File: src/rtl/mda_char_serializer.sv
// Text-mode dot serializer: captures a VRAM cell at dot 0, addresses the font ROM, and shifts the glyph row out one dot per pix_ce.
// Latency: a cell captured at dot 0 of cell k is on pix_out and the side-band outputs from dot 0 of cell k+1 (DOTS pix_ce later).
// Backpressure: none; all state advances only on pix_ce, and every output holds while pix_ce is low.
module mda_char_serializer #(
    parameter int DOTS     = 9,
    parameter bit LINE_GFX = 1'b1,
    parameter int ROW_BITS = 4
) (
    input  logic                    clk,
    input  logic                    reset_n,
    input  logic                    pix_ce,
    input  logic                    line_start,
    input  logic [7:0]              char_byte,
    input  logic [7:0]              att_in,
    input  logic [4:0]              row_in,
    input  logic                    cursor_in,
    input  logic                    de_in,
    output logic [8+ROW_BITS-1:0]   rom_addr,
    input  logic [7:0]              rom_data,
    output logic                    cell_start,
    output logic                    pix_out,
    output logic [7:0]              att_out,
    output logic [4:0]              row_out,
    output logic                    cursor_out,
    output logic                    de_out
);

    localparam logic [3:0] LAST_DOT  = 4'(DOTS - 1);
    localparam logic [3:0] NINTH_DOT = 4'd8;
    localparam bit         GFX_EN    = LINE_GFX && (DOTS == 9);

    logic [3:0]            dot_q, dot_d;
    logic                  gfx1_q, gfx1_d;
    logic [7:0]            att1_q, att1_d;
    logic [4:0]            row1_q, row1_d;
    logic                  cur1_q, cur1_d;
    logic                  de1_q, de1_d;
    logic [8+ROW_BITS-1:0] rom_addr_q, rom_addr_d;
    logic [7:0]            shift_q, shift_d;
    logic                  ninth_q, ninth_d;
    logic                  pix_q, pix_d;
    logic [7:0]            att_q, att_d;
    logic [4:0]            row_q, row_d;
    logic                  cur_q, cur_d;
    logic                  de_q, de_d;
    logic                  dot0;
    logic                  load;

    always_comb begin
        // line_start overrides the count: this ce becomes dot 0 of a fresh cell
        dot0 = line_start || (dot_q == 4'd0);
        load = pix_ce && dot0;

        dot_d      = dot_q;
        gfx1_d     = gfx1_q;
        att1_d     = att1_q;
        row1_d     = row1_q;
        cur1_d     = cur1_q;
        de1_d      = de1_q;
        rom_addr_d = rom_addr_q;
        shift_d    = shift_q;
        ninth_d    = ninth_q;
        pix_d      = pix_q;
        att_d      = att_q;
        row_d      = row_q;
        cur_d      = cur_q;
        de_d       = de_q;

        if (pix_ce) begin
            if (dot0) begin
                dot_d      = 4'd1;
                gfx1_d     = GFX_EN && (char_byte[7:5] == 3'b110);
                att1_d     = att_in;
                row1_d     = row_in;
                cur1_d     = cursor_in;
                de1_d      = de_in;
                rom_addr_d = {char_byte, row_in[ROW_BITS-1:0]};
                // rom_data still holds the glyph of the cell captured one cell earlier
                pix_d      = rom_data[7];
                shift_d    = {rom_data[6:0], 1'b0};
                ninth_d    = gfx1_q && rom_data[0];
                att_d      = att1_q;
                row_d      = row1_q;
                cur_d      = cur1_q;
                de_d       = de1_q;
            end else begin
                dot_d = (dot_q == LAST_DOT) ? 4'd0 : 4'(dot_q + 4'd1);
                if (dot_q == NINTH_DOT) begin
                    pix_d = ninth_q;
                end else begin
                    pix_d   = shift_q[7];
                    shift_d = {shift_q[6:0], 1'b0};
                end
            end
        end
    end

    always_ff @(posedge clk or negedge reset_n) begin
        if (!reset_n) begin
            dot_q      <= '0;
            gfx1_q     <= 1'b0;
            att1_q     <= '0;
            row1_q     <= '0;
            cur1_q     <= 1'b0;
            de1_q      <= 1'b0;
            rom_addr_q <= '0;
            shift_q    <= '0;
            ninth_q    <= 1'b0;
            pix_q      <= 1'b0;
            att_q      <= '0;
            row_q      <= '0;
            cur_q      <= 1'b0;
            de_q       <= 1'b0;
        end else begin
            dot_q      <= dot_d;
            gfx1_q     <= gfx1_d;
            att1_q     <= att1_d;
            row1_q     <= row1_d;
            cur1_q     <= cur1_d;
            de1_q      <= de1_d;
            rom_addr_q <= rom_addr_d;
            shift_q    <= shift_d;
            ninth_q    <= ninth_d;
            pix_q      <= pix_d;
            att_q      <= att_d;
            row_q      <= row_d;
            cur_q      <= cur_d;
            de_q       <= de_d;
        end
    end

    assign cell_start = load;
    assign rom_addr   = rom_addr_q;
    assign pix_out    = pix_q;
    assign att_out    = att_q;
    assign row_out    = row_q;
    assign cursor_out = cur_q;
    assign de_out     = de_q;

endmodule

File: config.mk
export PLATFORM = sky130hd
export DESIGN_NAME = mda_char_serializer
export DESIGN_NICKNAME = d
export VERILOG_FILES = /design/src/rtl/mda_char_serializer.sv
export SDC_FILE = /design/constraint.sdc
export NUM_CORES = 1
export LEC_CHECK = 0
export ABC_CLOCK_PERIOD_IN_PS = 4200
export CAP_MARGIN = 20
export CORE_UTILIZATION = 51
export DETAILED_ROUTE_END_ITERATION = 10
export GPL_TIMING_DRIVEN = 1
export MAX_ROUTING_LAYER = met4
export PLACE_DENSITY = 0.91
export SLEW_MARGIN = 0
export SYNTH_ARGS = -nofsm -noshare
export SYNTH_HDL_FRONTEND = slang
export SYNTH_SLANG_ARGS = --single-unit
File: constraint.sdc
create_clock -name clk -period 4.2 [get_ports clk]
set_clock_uncertainty 0.1 [all_clocks]
set_input_delay 0.63 -clock clk [delete_from_list [all_inputs] [get_ports clk]]
set_output_delay 0.63 -clock clk [all_outputs]
set_load 0.02 [all_outputs]
==> results of run 1 <==
-- cell usage in the layout, fill, tap and decap left out, types with 2 or more instances in the layout --
| master | instances |
|---|---|
| clkdlybuf4s50_1 | 62 |
| dfrtp_1 | 52 |
| nor3_1 | 2 |
| a31oi_1 | 6 |
| o32ai_1 | 2 |
| nor2_1 | 2 |
| mux2_4 | 27 |
| clkbuf_8 | 5 |
| o21ai_0 | 8 |
| mux2_2 | 12 |
| a21oi_1 | 7 |
| ha_1 | 2 |
| nand2_1 | 4 |
| inv_1 | 5 |
| nand3_1 | 7 |
| buf_4 | 2 |
| mux2i_1 | 2 |
-- where the power goes --
| part | switching, mW | internal [mW] |
|---|---|---|
| Combinational | 0.258 | 0.346 |
| Clock | 0.153 | 0.114 |
| Sequential | 0.0804 | 0.630 |
| Total | 0.491 | 1.09 |
-- stage by stage --
| stage | worst slack, ns | hold WS [ns] | std cells | util | power [mW] |
|---|---|---|---|---|---|
| floorplan | 2.04 | 0.234 | 165 | - | 1.08 |
| global placement | 1.20 | 0.385 | 269 | 0.672 | 1.30 |
| detailed placement | 1.16 | 0.394 | 269 | 0.672 | 1.32 |
| CTS | 1.09 | 0.416 | 276 | 0.690 | 1.59 |
| global route | 0.924 | 0.205 | 277 | 0.694 | 1.65 |
| finish | 1.09 | 0.177 | 277 | 0.694 | 1.58 |
-- flip-flops by register name (all words and copies together), names as in the netlist, 4 cells and up --
register,count
row1_q,5
shift_q,7
rom_addr,8
row_out,5
att_out,8
dot_q,4
att1_q,8
-- layer usage --
metal / GRT usage / vias up / part of all wire
met2: 0.297 / 47 / 0.48
met4: 0.0533 / 0 / 0.012
met5: - / - / 0
li1: - / 701 / -
met3: 0.0361 / 5 / 0.044
met1: 0.267 / 728 / 0.46
-- worst max-delay path: stages (launching register included) --
cell	delay (ns)
dfrtp_1	0.40
inv_1	0.11
ha_1	0.28
nor3b_4	0.43
o21ai_4	0.18
inv_6	0.08
clkdlybuf4s50_1	0.60
-- logic make-up (layout without fill, tap and decap cells) --
group,after synthesis,count (layout),synth area share
simple gates,23,23,0.0622
buf+inv,19,79,0.0600
flops,52,52,0.553
compound gates,28,28,0.0765
mux,41,41,0.238
fa+ha+maj,2,2,0.0106
-- area by class of cell --
class | count | share of cell area
sequential | 52 | 0.427
multi-input combinational | 94 | 0.300
timing repair buffer | 66 | 0.217
clock buffer | 6 | 0.0238
tap | 52 | 0.0214
inverter | 6 | 0.00904
clock inverter | 1 | 0.00164
-- how the worst max path moves through the flow --
stage | from | end | slack (ns) | cells past startpoint
2_1_floorplan | dot_q[0]$_DFFE_PN0P_ | cell_start | 2.04 | 6
3_3_place_gp | line_start | cell_start | 1.20 | 4
3_5_place_dp | line_start | cell_start | 1.16 | 4
4_1_cts | dot_q[0]$_DFFE_PN0P_ | cell_start | 1.09 | 6
5_1_grt | dot_q[0]$_DFFE_PN0P_ | cell_start | 0.92 | 6
6_report | dot_q[0]$_DFFE_PN0P_ | cell_start | 1.09 | 6
==> key figures, run 1 <==
Run status
  • Status: complete, no violations

Synthesis
  • Number of flops mapped to enable cells by yosys: 0
  • Syn Area/Cell: 14.3 sq um
  • Synth Cell Area: 2350 sq um
  • Cell taking the most area after synthesis: dfrtp_1
  • Ranking of synthesized cells by area: dfrtp_1, mux2_4, mux2_2
  • Top-count cell post-synth: dfrtp_1
  • Synth async-reset ratio: 1.00
  • Dominant synthesized flop cell: dfrtp_1
  • Top cells by count, synth: dfrtp_1, mux2_4, mux2_2
  • Sequential area share after synthesis: 0.553
  • Ys Warns: 0
  • Synth cell types: 32
  • Syn Nets: 202
  • Cell count after synthesis: 165
  • Yosys top cell area share: 0.553
  • Seq cells post-synth: 52

Clock network
  • # hold bufs at CTS: 0
  • Inserted Clock Buffers: 5
  • Clock-pin slew on the worst setup and hold paths: 0.09 ns
  • Post-CTS sizing: 0
  • Clock Tree Buf Depth: 2
  • Worst skew pair latency: 0.30 ns
  • Post-CTS Repair Setup Buffers: 0
  • Clock sinks: 52
  • H-tree Lvls: 2
  • CTS tree: yes
  • CTS root buf: clkbuf_8

Pwr
  • PD cells: about 520 nW/um^2
  • Leakage Power: roughly 1.3 nW
  • Worst VDD drop: between 0.3 and 0.4 mV

Route
  • Detail Route Antenna Nets: 0
  • Routed len/inst: 15.9 um
  • Final wirelength: roughly 4.4 mm
  • Total vias in the final route: roughly 1500
  • Vias per cell: 5.35
  • Post-route DRC: 0
  • Starting DRT DRC Count: 80
  • DR pass1 iterations: 4

Setup path
  • Cells on worst reg2reg path: 7
  • Arrival @ worst endpoint: 2.38 ns
  • CP Capture Type: primary output
  • CP Class: flip-flop to primary output
  • Reg-to-Reg Start: dot_q[0]$_DFFE_PN0P_
  • FF-to-FF setup slack: approximately 1.6 ns
  • Req. time, crit path: about 3.5 ns
  • Worst r2r dst: att1_q[5]$_DFFE_PN0P_
  • CP Launch Type: flip-flop
  • CP max FO: 9

Placement
  • Placer Congestion: 0.769
  • Post-DP Area: 2950 sq um
  • Post-DP HPWL: slightly above 3 mm
  • Port-buffer cells: 63

STA
  • Unrepaired setup endpoints after global routing: false
  • Final setup fails: 0
  • Slew Limit Fails: 0
  • Final hold vios: 0
  • Worst slew margin: 0.622
  • Slew @ Worst Pin: between 0.5 and 0.6 ns
  • Post-route clock period utilization: 0.741
  • Fmax: 0.321 GHz
  • Setup TNS: 0 ns
  • Tmin final: slightly above 3 ns

Job
  • Max Cap Viol: 0

Cells and area
  • Post-layout instance area: a little over 3000 sq um
  • Fraction of layout cells with a size suffix above 1: 0.244
  • Antenna Cells: 0
  • Area grow syn2layout: 29.3%
  • Area of the multi-input gates: between 900 and 1000 sq um
  • Layout Nets: about 260
  • Reg area: 1300 sq um
  • Fill cells: 288

Global routing
  • Initial antenna violation count: 0
  • Largest net degree at the start of global routing: 53
  • Total track usage: 0.194
  • Total grt overflow: 0
  • Vias in the first global route: roughly 1500
  • Global-route wire length before repair: roughly 7.3 mm

Die
  • Die area: 4890 sq um
  • Ports: 64
  • Total core area: between 4000 and 5000 sq um
  • Cell Rows: 24
  • Die width: 70.0 um
  • Chip height: 70.0 um
  • Initial Util: 0.537

Hold path
  • Hold Crit Class: input pin to asynchronous set/reset pin
No activity file was read; power rests on OpenSTA's default activity.
==> inputs of run 2 (changes only) <==
--- a/config.mk
+++ b/config.mk
@@ -5,13 +5,13 @@
 export SDC_FILE = /design/constraint.sdc
 export NUM_CORES = 1
 export LEC_CHECK = 0
-export ABC_CLOCK_PERIOD_IN_PS = 4200
+export ABC_CLOCK_PERIOD_IN_PS = 2700
 export CAP_MARGIN = 20
-export CORE_UTILIZATION = 51
+export CORE_UTILIZATION = 43
 export DETAILED_ROUTE_END_ITERATION = 10
 export GPL_TIMING_DRIVEN = 1
 export MAX_ROUTING_LAYER = met4
-export PLACE_DENSITY = 0.91
+export PLACE_DENSITY = 0.82
 export SLEW_MARGIN = 0
 export SYNTH_ARGS = -nofsm -noshare
 export SYNTH_HDL_FRONTEND = slang
==> constraint.sdc (replaced) <==
create_clock -name clk -period 2.7 [get_ports clk]
set_clock_uncertainty 0.1 [all_clocks]
set_input_delay 0.405 -clock clk [delete_from_list [all_inputs] [get_ports clk]]
set_output_delay 0.405 -clock clk [all_outputs]
set_load 0.02 [all_outputs]
==> run 2 against run 1 <==
Effect of this change: sequential share of layout area down 0.83 points; non-clock buffer count up 4; largest cell class unchanged; sequential power up 55%; core utilization down 9.8 points; wire length up 4.2%; critical endpoint is now rom_addr[5]$_DFFE_PN0P_.
==> key figures, run 2 (synthesis results as in run 1) <==
STA
  • Setup TNS: 0 ns
  • Worst Hold Slack: 0.0856 ns
  • Slew Limit Fails: 0
  • Post-route clock period utilization: 0.852
  • Unrepaired setup endpoints after global routing: false
  • Worst slew margin: 0.569
  • Tmin final: roughly 2.3 ns
  • Final hold vios: 0
  • Final setup fails: 0
  • Fmax: between 0.4 and 0.5 GHz
  • Slew @ Worst Pin: 0.647 ns

Clock network
  • H-tree Lvls: 2
  • Inserted Clock Buffers: 5
  • Worst skew pair latency: between 0.3 and 0.4 ns
  • Post-CTS sizing: 0
  • CTS root buf: clkbuf_8
  • # hold bufs at CTS: 0
  • CTS tree: yes
  • Clock sinks: 52
  • Post-CTS Repair Setup Buffers: 0
  • Clock Tree Buf Depth: 2
  • Clock-pin slew on the worst setup and hold paths: 0.11 ns

Setup path
  • CP max FO: 34
  • Worst r2r dst: rom_addr[5]$_DFFE_PN0P_
  • Cells on worst reg2reg path: 7
  • Reg-to-Reg Start: dot_q[0]$_DFFE_PN0P_
  • CP Class: flip-flop to flip-flop
  • Arrival @ worst endpoint: ~2.4 ns
  • Req. time, crit path: approximately 2.8 ns
  • CP Launch Type: flip-flop
  • FF-to-FF setup slack: roughly 0.4 ns
  • CP Capture Type: flip-flop

Pwr
  • Leakage Power: 1.35 nW
  • PD cells: between 800 and 900 nW/um^2
  • Pwr Total: about 2.5 mW
  • Worst VDD drop: around 0.4 mV

Route
  • Final wirelength: 4.60 mm
  • Total vias in the final route: between 1000 and 1500
  • DR pass1 iterations: 4
  • Vias per cell: between 4 and 5
  • Detail Route Antenna Nets: 0
  • Starting DRT DRC Count: between 70 and 80
  • Post-route DRC: 0
  • Routed len/inst: between 15 and 20 um

Die
  • Cell Rows: 26
  • Die area: 5780 sq um
  • Die width: between 70 and 80 um
  • Total core area: 5200 sq um
  • Initial Util: 0.452
  • Chip height: 76 um
  • Ports: 64

Cells and area
  • Area grow syn2layout: 31.8%
  • Antenna Cells: 0
  • Most frequent cells in the layout: clkdlybuf4s50_1, dfrtp_1, mux2_4, mux2_2, o21ai_0
  • Fraction of layout cells with a size suffix above 1: 0.265
  • Most common cell after layout, fill and taps aside: clkdlybuf4s50_1
  • Layout Nets: ~270
  • Post-layout instance area: 3100 sq um
  • Core Util, Final: 0.596

Placement
  • Post-DP HPWL: between 3 and 4 mm
  • Port-buffer cells: 63
  • Placer Congestion: roughly 0.78
  • Post-DP Area: between 3000 and 4000 sq um

Run status
  • Status: complete, no violations

Global routing
  • Vias in the first global route: roughly 1600
  • Global-route wire length before repair: 7.76 mm
  • Initial antenna violation count: 0
  • Largest net degree at the start of global routing: 53
  • Total track usage: 0.177
  • Total grt overflow: 0

Hold path
  • Hold Crit Class: input pin to asynchronous set/reset pin

Job
  • Max Cap Viol: 0
==> run 2: changes by cell type in the layout (fill, tap and decap cells not counted), sizes merged <==
cell / before / now
clkinvlp: 0 / 2
buf: 4 / 8
clkbuf: 6 / 5
dlymetal6s2s: 0 / 1
clkinv: 1 / 0
clkdlybuf4s50: 62 / 61
inv: 6 / 7
==> run 2: worst max-delay path, cell delays in order, from the launching register on <==
cell and delay [ns]:
dfrtp_1 0.41, inv_1 0.11, ha_1 0.24, nor3b_4 0.30, o21ai_4 0.11, inv_6 0.05, buf_4 0.47, mux2_2 0.39
==> run 2: per-stage QoR <==
| stage | setup WS [ns] | cells |
|---|---|---|
| floorplan | 0.749 | 165 |
| global placement | 0.467 | 292 |
| detailed placement | 0.398 | 292 |
| CTS | 0.0349 | 300 |
| global route | 0.290 | 300 |
| finish | 0.400 | 300 |
==> run 2: worst max-delay path by stage <==
| stage | startpoint | endpoint | slack (ns) | cells past startpoint |
|---|---|---|---|---|
| floorplan | dot_q[0]$_DFFE_PN0P_ | att_out[0]$_DFFE_PN0P_ | 0.75 | 7 |
| global placement | dot_q[0]$_DFFE_PN0P_ | cell_start | 0.47 | 6 |
| detailed placement | dot_q[0]$_DFFE_PN0P_ | cell_start | 0.40 | 6 |
| CTS | dot_q[0]$_DFFE_PN0P_ | cell_start | 0.03 | 6 |
| global route | dot_q[0]$_DFFE_PN0P_ | rom_addr[4]$_DFFE_PN0P_ | 0.29 | 7 |
| finish | dot_q[0]$_DFFE_PN0P_ | rom_addr[5]$_DFFE_PN0P_ | 0.40 | 7 |
==> run 2: final cells by class <==
type                       count  area, sq um
fill                         426         2100
sequential                    52         1300
multi-input combinational     94          912
timing repair buffer          70          681
tap                           70         87.6
clock buffer                   5         68.8
inverter                       6         27.5
clock inverter                 3         26.3
==> run 2: where the power goes <==
part | internal [mW] | leakage, nW | total (mW) | switching [mW]
clock network | 0.189 | 0.0423 | 0.472 | 0.283
logic | 0.543 | 0.688 | 0.950 | 0.407
registers | 0.980 | 0.615 | 1.10 | 0.123
==> run 2: per-layer routing <==
layer,track usage,up-vias,share of wire
li1,-,713,-
met1,0.228,719,0.47
met2,0.282,33,0.49
met3,0.0311,11,0.023
met4,0.0692,0,0.020
met5,-,-,0
